`config.mk`:
```
export PLATFORM = sky130hd
export DESIGN_NAME = seq_divider_flat
export DESIGN_NICKNAME = d
export VERILOG_FILES = /design/src/rtl/seq_divider_if.sv /design/src/rtl/seq_divider.sv /design/src/flat_wrapper.sv
export SDC_FILE = /design/constraint.sdc
export NUM_CORES = 1
export LEC_CHECK = 0
export CORE_MARGIN = 4
export CORE_UTILIZATION = 49
export CTS_BUF_LIST = sky130_fd_sc_hd__clkbuf_16
export DETAILED_ROUTE_END_ITERATION = 16
export GPL_TIMING_DRIVEN = 1
export HOLD_SLACK_MARGIN = 0.03
export PLACE_DENSITY = 0.76
export SYNTH_ARGS = -nofsm -noshare
export SYNTH_HDL_FRONTEND = slang
export SYNTH_SLANG_ARGS = --single-unit
```
`constraint.sdc`:
```
create_clock -name clk -period 3.28 [get_ports clk]
set_clock_uncertainty 0.05 [all_clocks]
set_input_delay 0.656 -clock clk [delete_from_list [all_inputs] [get_ports clk]]
set_output_delay 0.656 -clock clk [all_outputs]
set_load 0.005 [all_outputs]
```
`src/rtl/seq_divider_if.sv`:
```
// Start/done handshake and result bus of the sequential 8-bit divider.
// The master side issues operands and start; the slave side returns status and results.
interface seq_divider_if;
    logic       start;
    logic [7:0] dividend;
    logic [7:0] divisor;
    logic       busy;
    logic       done;
    logic [7:0] quotient;
    logic [7:0] remainder;
    logic       div_by_zero;

    modport master (
        output start, dividend, divisor,
        input  busy, done, quotient, remainder, div_by_zero
    );

    modport slave (
        input  start, dividend, divisor,
        output busy, done, quotient, remainder, div_by_zero
    );
endinterface

```
`src/rtl/seq_divider.sv`:
```
// Sequential 8-bit restoring divider: one quotient bit per clock, start/done handshake.
// Optional macro DIV_SIGNED_EN selects two's-complement operands with truncating sign fixup.
module seq_divider (
    input  logic          clk,
    input  logic          rst_n,
    seq_divider_if.slave  bus
);

    typedef enum logic [1:0] {
        ST_IDLE = 2'd0,
        ST_RUN  = 2'd1,
        ST_DONE = 2'd2
    } state_t;

    function automatic logic [7:0] neg8(input logic [7:0] v);
        return (~v) + 8'd1;
    endfunction

    state_t     state_r;
    state_t     state_s;

    logic       accept_s;
    logic       zero_div_s;
    logic       last_s;
    logic       res_load_s;
    logic       zero_load_s;

    logic [7:0] dvd_abs_s;
    logic [7:0] dvs_abs_s;
    logic [7:0] dvd_r;
    logic [7:0] dvs_r;
    logic [8:0] rem_r;
    logic [7:0] q_work_r;
    logic [2:0] k_r;

    logic [8:0] shift_s;
    logic [8:0] trial_s;
    logic [8:0] rem_next_s;
    logic [7:0] q_next_s;
    logic [7:0] q_fix_s;
    logic [7:0] r_fix_s;

    logic       busy_s;
    logic       done_s;
    logic       busy_r;
    logic       done_r;
    logic [7:0] quotient_r;
    logic [7:0] remainder_r;
    logic       dbz_r;

`ifdef DIV_SIGNED_EN
    logic       neg_q_r;
    logic       neg_r_r;

    // Magnitudes feed the unsigned iteration; -128 maps to 8'h80, which is its magnitude.
    assign dvd_abs_s = bus.dividend[7] ? neg8(bus.dividend) : bus.dividend;
    assign dvs_abs_s = bus.divisor[7]  ? neg8(bus.divisor)  : bus.divisor;
`else
    assign dvd_abs_s = bus.dividend;
    assign dvs_abs_s = bus.divisor;
`endif

    // A start is honoured everywhere except while iterating.
    assign accept_s    = bus.start && (state_r != ST_RUN);
    assign zero_div_s  = (bus.divisor == 8'd0);
    assign last_s      = (k_r == 3'd0);
    assign res_load_s  = (state_r == ST_RUN) && last_s;
    assign zero_load_s = accept_s && zero_div_s;

    // State register.
    always_ff @(posedge clk) begin
        if (!rst_n) begin
            state_r <= ST_IDLE;
        end else begin
            state_r <= state_s;
        end
    end

    // Next-state logic.
    always_comb begin
        state_s = state_r;
        case (state_r)
            ST_IDLE, ST_DONE: begin
                if (accept_s) begin
                    state_s = zero_div_s ? ST_DONE : ST_RUN;
                end else begin
                    state_s = ST_IDLE;
                end
            end
            ST_RUN: begin
                if (last_s) begin
                    state_s = ST_DONE;
                end else begin
                    state_s = ST_RUN;
                end
            end
            default: state_s = ST_IDLE;
        endcase
    end

    // One restoring step: shift in dividend bit k and keep the trial difference if it did not borrow.
    always_comb begin
        shift_s    = {rem_r[7:0], dvd_r[k_r]};
        trial_s    = shift_s - {1'b0, dvs_r};
        rem_next_s = trial_s[8] ? shift_s : trial_s;
        q_next_s   = q_work_r;
        q_next_s[k_r] = ~trial_s[8];
    end

    // Final result with sign fixup applied on the way into DONE so latency is unchanged.
    always_comb begin
        q_fix_s = q_next_s;
        r_fix_s = rem_next_s[7:0];
`ifdef DIV_SIGNED_EN
        if (neg_q_r) begin
            q_fix_s = neg8(q_next_s);
        end else begin
            q_fix_s = q_next_s;
        end
        if (neg_r_r) begin
            r_fix_s = neg8(rem_next_s[7:0]);
        end else begin
            r_fix_s = rem_next_s[7:0];
        end
`endif
    end

    // Output decode, registered one stage below so the ports come straight from flops.
    always_comb begin
        busy_s = 1'b0;
        done_s = 1'b0;
        case (state_s)
            ST_RUN:  busy_s = 1'b1;
            ST_DONE: done_s = 1'b1;
            ST_IDLE: begin
                busy_s = 1'b0;
                done_s = 1'b0;
            end
            default: begin
                busy_s = 1'b0;
                done_s = 1'b0;
            end
        endcase
    end

    // Operand capture and iteration registers.
    always_ff @(posedge clk) begin
        if (!rst_n) begin
            dvd_r    <= 8'd0;
            dvs_r    <= 8'd0;
            rem_r    <= 9'd0;
            q_work_r <= 8'd0;
            k_r      <= 3'd0;
`ifdef DIV_SIGNED_EN
            neg_q_r  <= 1'b0;
            neg_r_r  <= 1'b0;
`endif
        end else if (accept_s) begin
            dvd_r    <= dvd_abs_s;
            dvs_r    <= dvs_abs_s;
            rem_r    <= 9'd0;
            q_work_r <= 8'd0;
            k_r      <= 3'd7;
`ifdef DIV_SIGNED_EN
            neg_q_r  <= bus.dividend[7] ^ bus.divisor[7];
            neg_r_r  <= bus.dividend[7];
`endif
        end else if (state_r == ST_RUN) begin
            rem_r    <= rem_next_s;
            q_work_r <= q_next_s;
            k_r      <= k_r - 3'd1;
        end
    end

    // Status and result registers; results and the zero flag change only on entry to DONE.
    always_ff @(posedge clk) begin
        if (!rst_n) begin
            busy_r      <= 1'b0;
            done_r      <= 1'b0;
            quotient_r  <= 8'd0;
            remainder_r <= 8'd0;
            dbz_r       <= 1'b0;
        end else begin
            busy_r <= busy_s;
            done_r <= done_s;
            if (zero_load_s) begin
                quotient_r  <= 8'hFF;
                remainder_r <= bus.dividend;
                dbz_r       <= 1'b1;
            end else if (res_load_s) begin
                quotient_r  <= q_fix_s;
                remainder_r <= r_fix_s;
                dbz_r       <= 1'b0;
            end
        end
    end

    assign bus.busy        = busy_r;
    assign bus.done        = done_r;
    assign bus.quotient    = quotient_r;
    assign bus.remainder   = remainder_r;
    assign bus.div_by_zero = dbz_r;

endmodule

```
`src/flat_wrapper.sv`:
```
// flat-port wrapper written by rule: the top's interface ports become plain ports
module seq_divider_flat 
  (clk, rst_n, bus_start, bus_dividend, bus_divisor, bus_busy, bus_done, bus_quotient, bus_remainder, bus_div_by_zero);
  seq_divider_if bus_i ();
  input  logic clk;
  input  logic rst_n;
  input wire logic [$bits(bus_i.start)-1:0] bus_start;
  input wire logic [$bits(bus_i.dividend)-1:0] bus_dividend;
  input wire logic [$bits(bus_i.divisor)-1:0] bus_divisor;
  output wire logic [$bits(bus_i.busy)-1:0] bus_busy;
  output wire logic [$bits(bus_i.done)-1:0] bus_done;
  output wire logic [$bits(bus_i.quotient)-1:0] bus_quotient;
  output wire logic [$bits(bus_i.remainder)-1:0] bus_remainder;
  output wire logic [$bits(bus_i.div_by_zero)-1:0] bus_div_by_zero;
  assign bus_i.start = bus_start;
  assign bus_i.dividend = bus_dividend;
  assign bus_i.divisor = bus_divisor;
  assign bus_busy = bus_i.busy;
  assign bus_done = bus_i.done;
  assign bus_quotient = bus_i.quotient;
  assign bus_remainder = bus_i.remainder;
  assign bus_div_by_zero = bus_i.div_by_zero;
  seq_divider u_core (.clk(clk), .rst_n(rst_n), .bus(bus_i));
endmodule
```
==> reports/results.tsv <==
stage	metric	value	unit
synth	synth_top_area_cell	dfxtp_1	
global_routing	grt_pass1_wl	11.47	mm
synth	ys_seq_elements	56	
routing	dr.pass1.iters	4	
clocking	ctsHoldBuffers	0	
cells_and_area	design_area	3510	um^2
die	io_pins	38	
timing	period_share	103.1	%
setup_path	worstPathRequired	3.37	ns
setup_path	start_kind	register	
synth	seq_area_frac_synth	41.31	%
setup_path	cp.buffers_inverters	2	
synth	synth_flop_cell	dfxtp_1	
cells_and_area	fin_util	67.01	%
synth	syn_nets	347	
die	num_rows	26	
global_routing	grtUsageTotal	22.21	%
synth	async_reset_ff_share	0	%
cells_and_area	area_delta_synth_final	29.32	%
setup_path	endpoint_kind	register	
routing	drt-total-wl	7.268	mm
global_routing	grt_pass1_vias	2406	
setup_path	crit_fanout	4	
setup_path	path_delay_family	multiplexers	
timing	setup_viol_count_final	13	
timing	fin_setup_tns	-0.7823	ns
status	status	finished with violations	
synth	yosys-top-cells-area	dfxtp_1 41%, nand2_1 5.8%, a21oi_1 5.0%	
routing	post_drt_via_cell_ratio	5.785	
synth	synth_edf_count	0	
timing	slew_headroom	53.38	%
global_routing	grt_start_max_net_pins	26	
power_and_ir_drop	peakVddDrop	393.2	uV
clocking	clk_latency	0.29	ns
setup_path	reg2reg_setup_slack	-0.10	ns
global_routing	grt_overflow_total	0	
timing	setup_ws	-0.1002	ns
cells_and_area	layout-drive-gt1-share	17.93	%
routing	wl_per_cell	16.59	um
place	gp_congestion	0.9591	
min_path	holdCritPathClass	reg -> reg	
setup_path	critPathKind	reg -> reg	
synth	synthCells	317	
timing	fin_crit	3.380	ns
synth	avgSynthCellArea	8.561	um^2
clocking	cts-root-buf	clkbuf_16	
clocking	clkSinkCount	56	
die	dieArea	6793	um^2
die	die_w	82.42	um
setup_path	slowest_stage	mux4_2	
cells_and_area	nNetsFinal	397	
routing	drt_iter0_drc	213	
cells_and_area	antenna_cells	0	
timing	whs	0.4071	ns
clocking	ctsHtreeMaxLevel	2	
cells_and_area	final_cells	438	
timing	worst_pin_slew	0.6977	ns
routing	drc	0	
power_and_ir_drop	powerDensity	527.5	nW/um^2
setup_path	worstPathCellList	mux4_2 -> mux2i_2 -> ha_2 -> inv_2 -> fa_2 -> a211oi_4 -> o41ai_2 -> and4b_1 -> or3_4 -> buf_4 -> mux2i_2 -> a211oi_2	
setup_path	arrival	3.47	ns
place	hpwl	4.991	mm
clocking	clockBufferDepth	2	
die	die_h	82.42	um
synth	synth_area	2714	um^2
flow_run	maxCapViolCount	0	
place	dp_cells	419	
place	portBuffers	37	
place	postPlaceCellArea	3207	um^2
timing	rsz0062_at_grt	yes	
timing	hold_viol_final	0	
timing	clock.fmax	0.2958	GHz
synth	synth_top_area_share	41.31	%
die	start_util	51.82	%
die	core_area	5238	um^2
clocking	cts_tree	done	
status	violations	setup timing	
power_and_ir_drop	p_leak	1.295	nW
timing	slew_violations	0	
global_routing	antenna_found_initial	0	
setup_path	cpMostUsedCell	mux2i_2	
routing	ant_nets	0	
synth	yosysWarnings	0	
synth	ys_types	47	
routing	vias	2534	
clocking	numCtsBuffers	5	
clocking	cts.clk_slew.worst_paths	0.07	ns
setup_path	cp_slowest_stage_delay	0.51	ns
-- power by group --
group	switching [mW]	leakage, nW	total (mW)	internal [mW]
combinational	0.293	0.766	0.576	0.283
sequential	0.0292	0.458	0.751	0.722
clock	0.242	0.0712	0.525	0.282
total	0.565	1.29	1.85	1.29
-- metal layers --
metal  global-route usage [%]  wire length, um
met5                        0                0
met4                    6.977               96
met3                    4.121              543
met2                    37.42             3609
met1                    28.62             3019
-- metrics by stage --
stage | worst slack [ns] | power [mW]
2_1_floorplan | -0.07158 | 1.072
3_3_place_gp | -0.06901 | 1.224
3_5_place_dp | -0.1448 | 1.234
4_1_cts | -0.02531 | 1.796
5_1_grt | -0.2124 | 1.941
6_report | -0.1002 | 1.851
-- cell type report --
class | instances | area, um^2
clock buffer | 5 | 125.1
tap | 70 | 87.58
clock inverter | 3 | 20.02
sequential | 56 | 1125
multi-input combinational | 223 | 1504
timing repair buffer | 66 | 591.8
fill | 432 | 1728
inverter | 15 | 56.30
-- registers in the layout, summed over array words and instances, names as in the netlist --
signal                  flops
u_core.k_r                  3
u_core.bus.remainder        8
u_core.state_r              2
u_core.q_work_r             8
u_core.bus.done             1
u_core.dvd_r                8
u_core.bus.quotient         8
u_core.rem_r                8
u_core.bus.busy             1
u_core.bus.div_by_zero      1
u_core.dvs_r                8
-- final timing paths --
kind                          startpoint                      to  cells past startpoint
setup / recovery           u_core.k_r[1]         u_core.rem_r[4]                     12
hold / removal    u_core.bus.div_by_zero  u_core.bus.div_by_zero                      2
setup reg to reg           u_core.k_r[1]         u_core.rem_r[4]                     12
hold reg to reg   u_core.bus.div_by_zero  u_core.bus.div_by_zero                      2
-- cells in the mapped netlist, types with 2 or more instances --
cell type,number
a311oi_1,2
mux4_2,2
or3_1,2
clkbuf_1,16
xor2_1,3
nor3_1,15
and3_1,3
inv_1,14
buf_6,3
o311ai_0,2
nand3_1,7
o221a_2,4
nor2b_1,3
a21oi_1,27
a211oi_1,16
a31oi_1,2
nand2_1,42
buf_1,2
nand4_1,6
dfxtp_1,56
nor2_1,27
or4_1,6
o21ai_0,8
xnor2_1,2
ha_1,10
o221ai_1,10
mux2i_1,7
-- cell families after synthesis --
logic type                 after synthesis  synth area share, %
and+or+nand+nor                        119                20.79
AOI/OAI and AO/OA                       79                20.42
DFF                                     56                41.31
buffers and inverters                   38                6.270
adders and majority gates               11                5.348
muxes                                    9                4.242
xor gates and xnor gates                 5                1.614
-- worst min-delay path, stage by stage (launching register included) --
cell     delay, ns
dfxtp_1       0.31
nand2_1       0.05
a21oi_1       0.05
-- repair_timing --
action,in CTS,in global routing
buffers inserted,7,4
pin swaps,5,3
gates resized for setup,6,11
endpoints found under the setup margin,16,20
-- cells in the final DEF (no fill, tap or decap), types with 2 or more instances in the layout --
master           Yosys  layout
a211oi_1            16      13
a211oi_2             1       3
a21oi_1             27      26
a311oi_1             2       2
a31oi_1              2       2
and3_1               3       3
buf_4                1      28
clkbuf_16            0       5
clkdlybuf4s50_1      0      37
dfxtp_1             56      55
ha_1                10       9
inv_1               14      14
inv_2                1       2
mux2i_1              7       2
mux2i_2              0       4
mux4_2               2       2
nand2_1             42      42
nand3_1              7       7
nand4_1              6       6
nor2_1              27      26
nor2b_1              3       3
nor3_1              15      13
nor3_2               0       2
o21ai_0              8       8
o221a_2              4       4
o221ai_1            10      10
o311ai_0             2       2
or3_4                0       2
or4_1                6       6
xnor2_1              2       2
xor2_1               3       3
No activity file was read; power rests on OpenSTA's default activity.
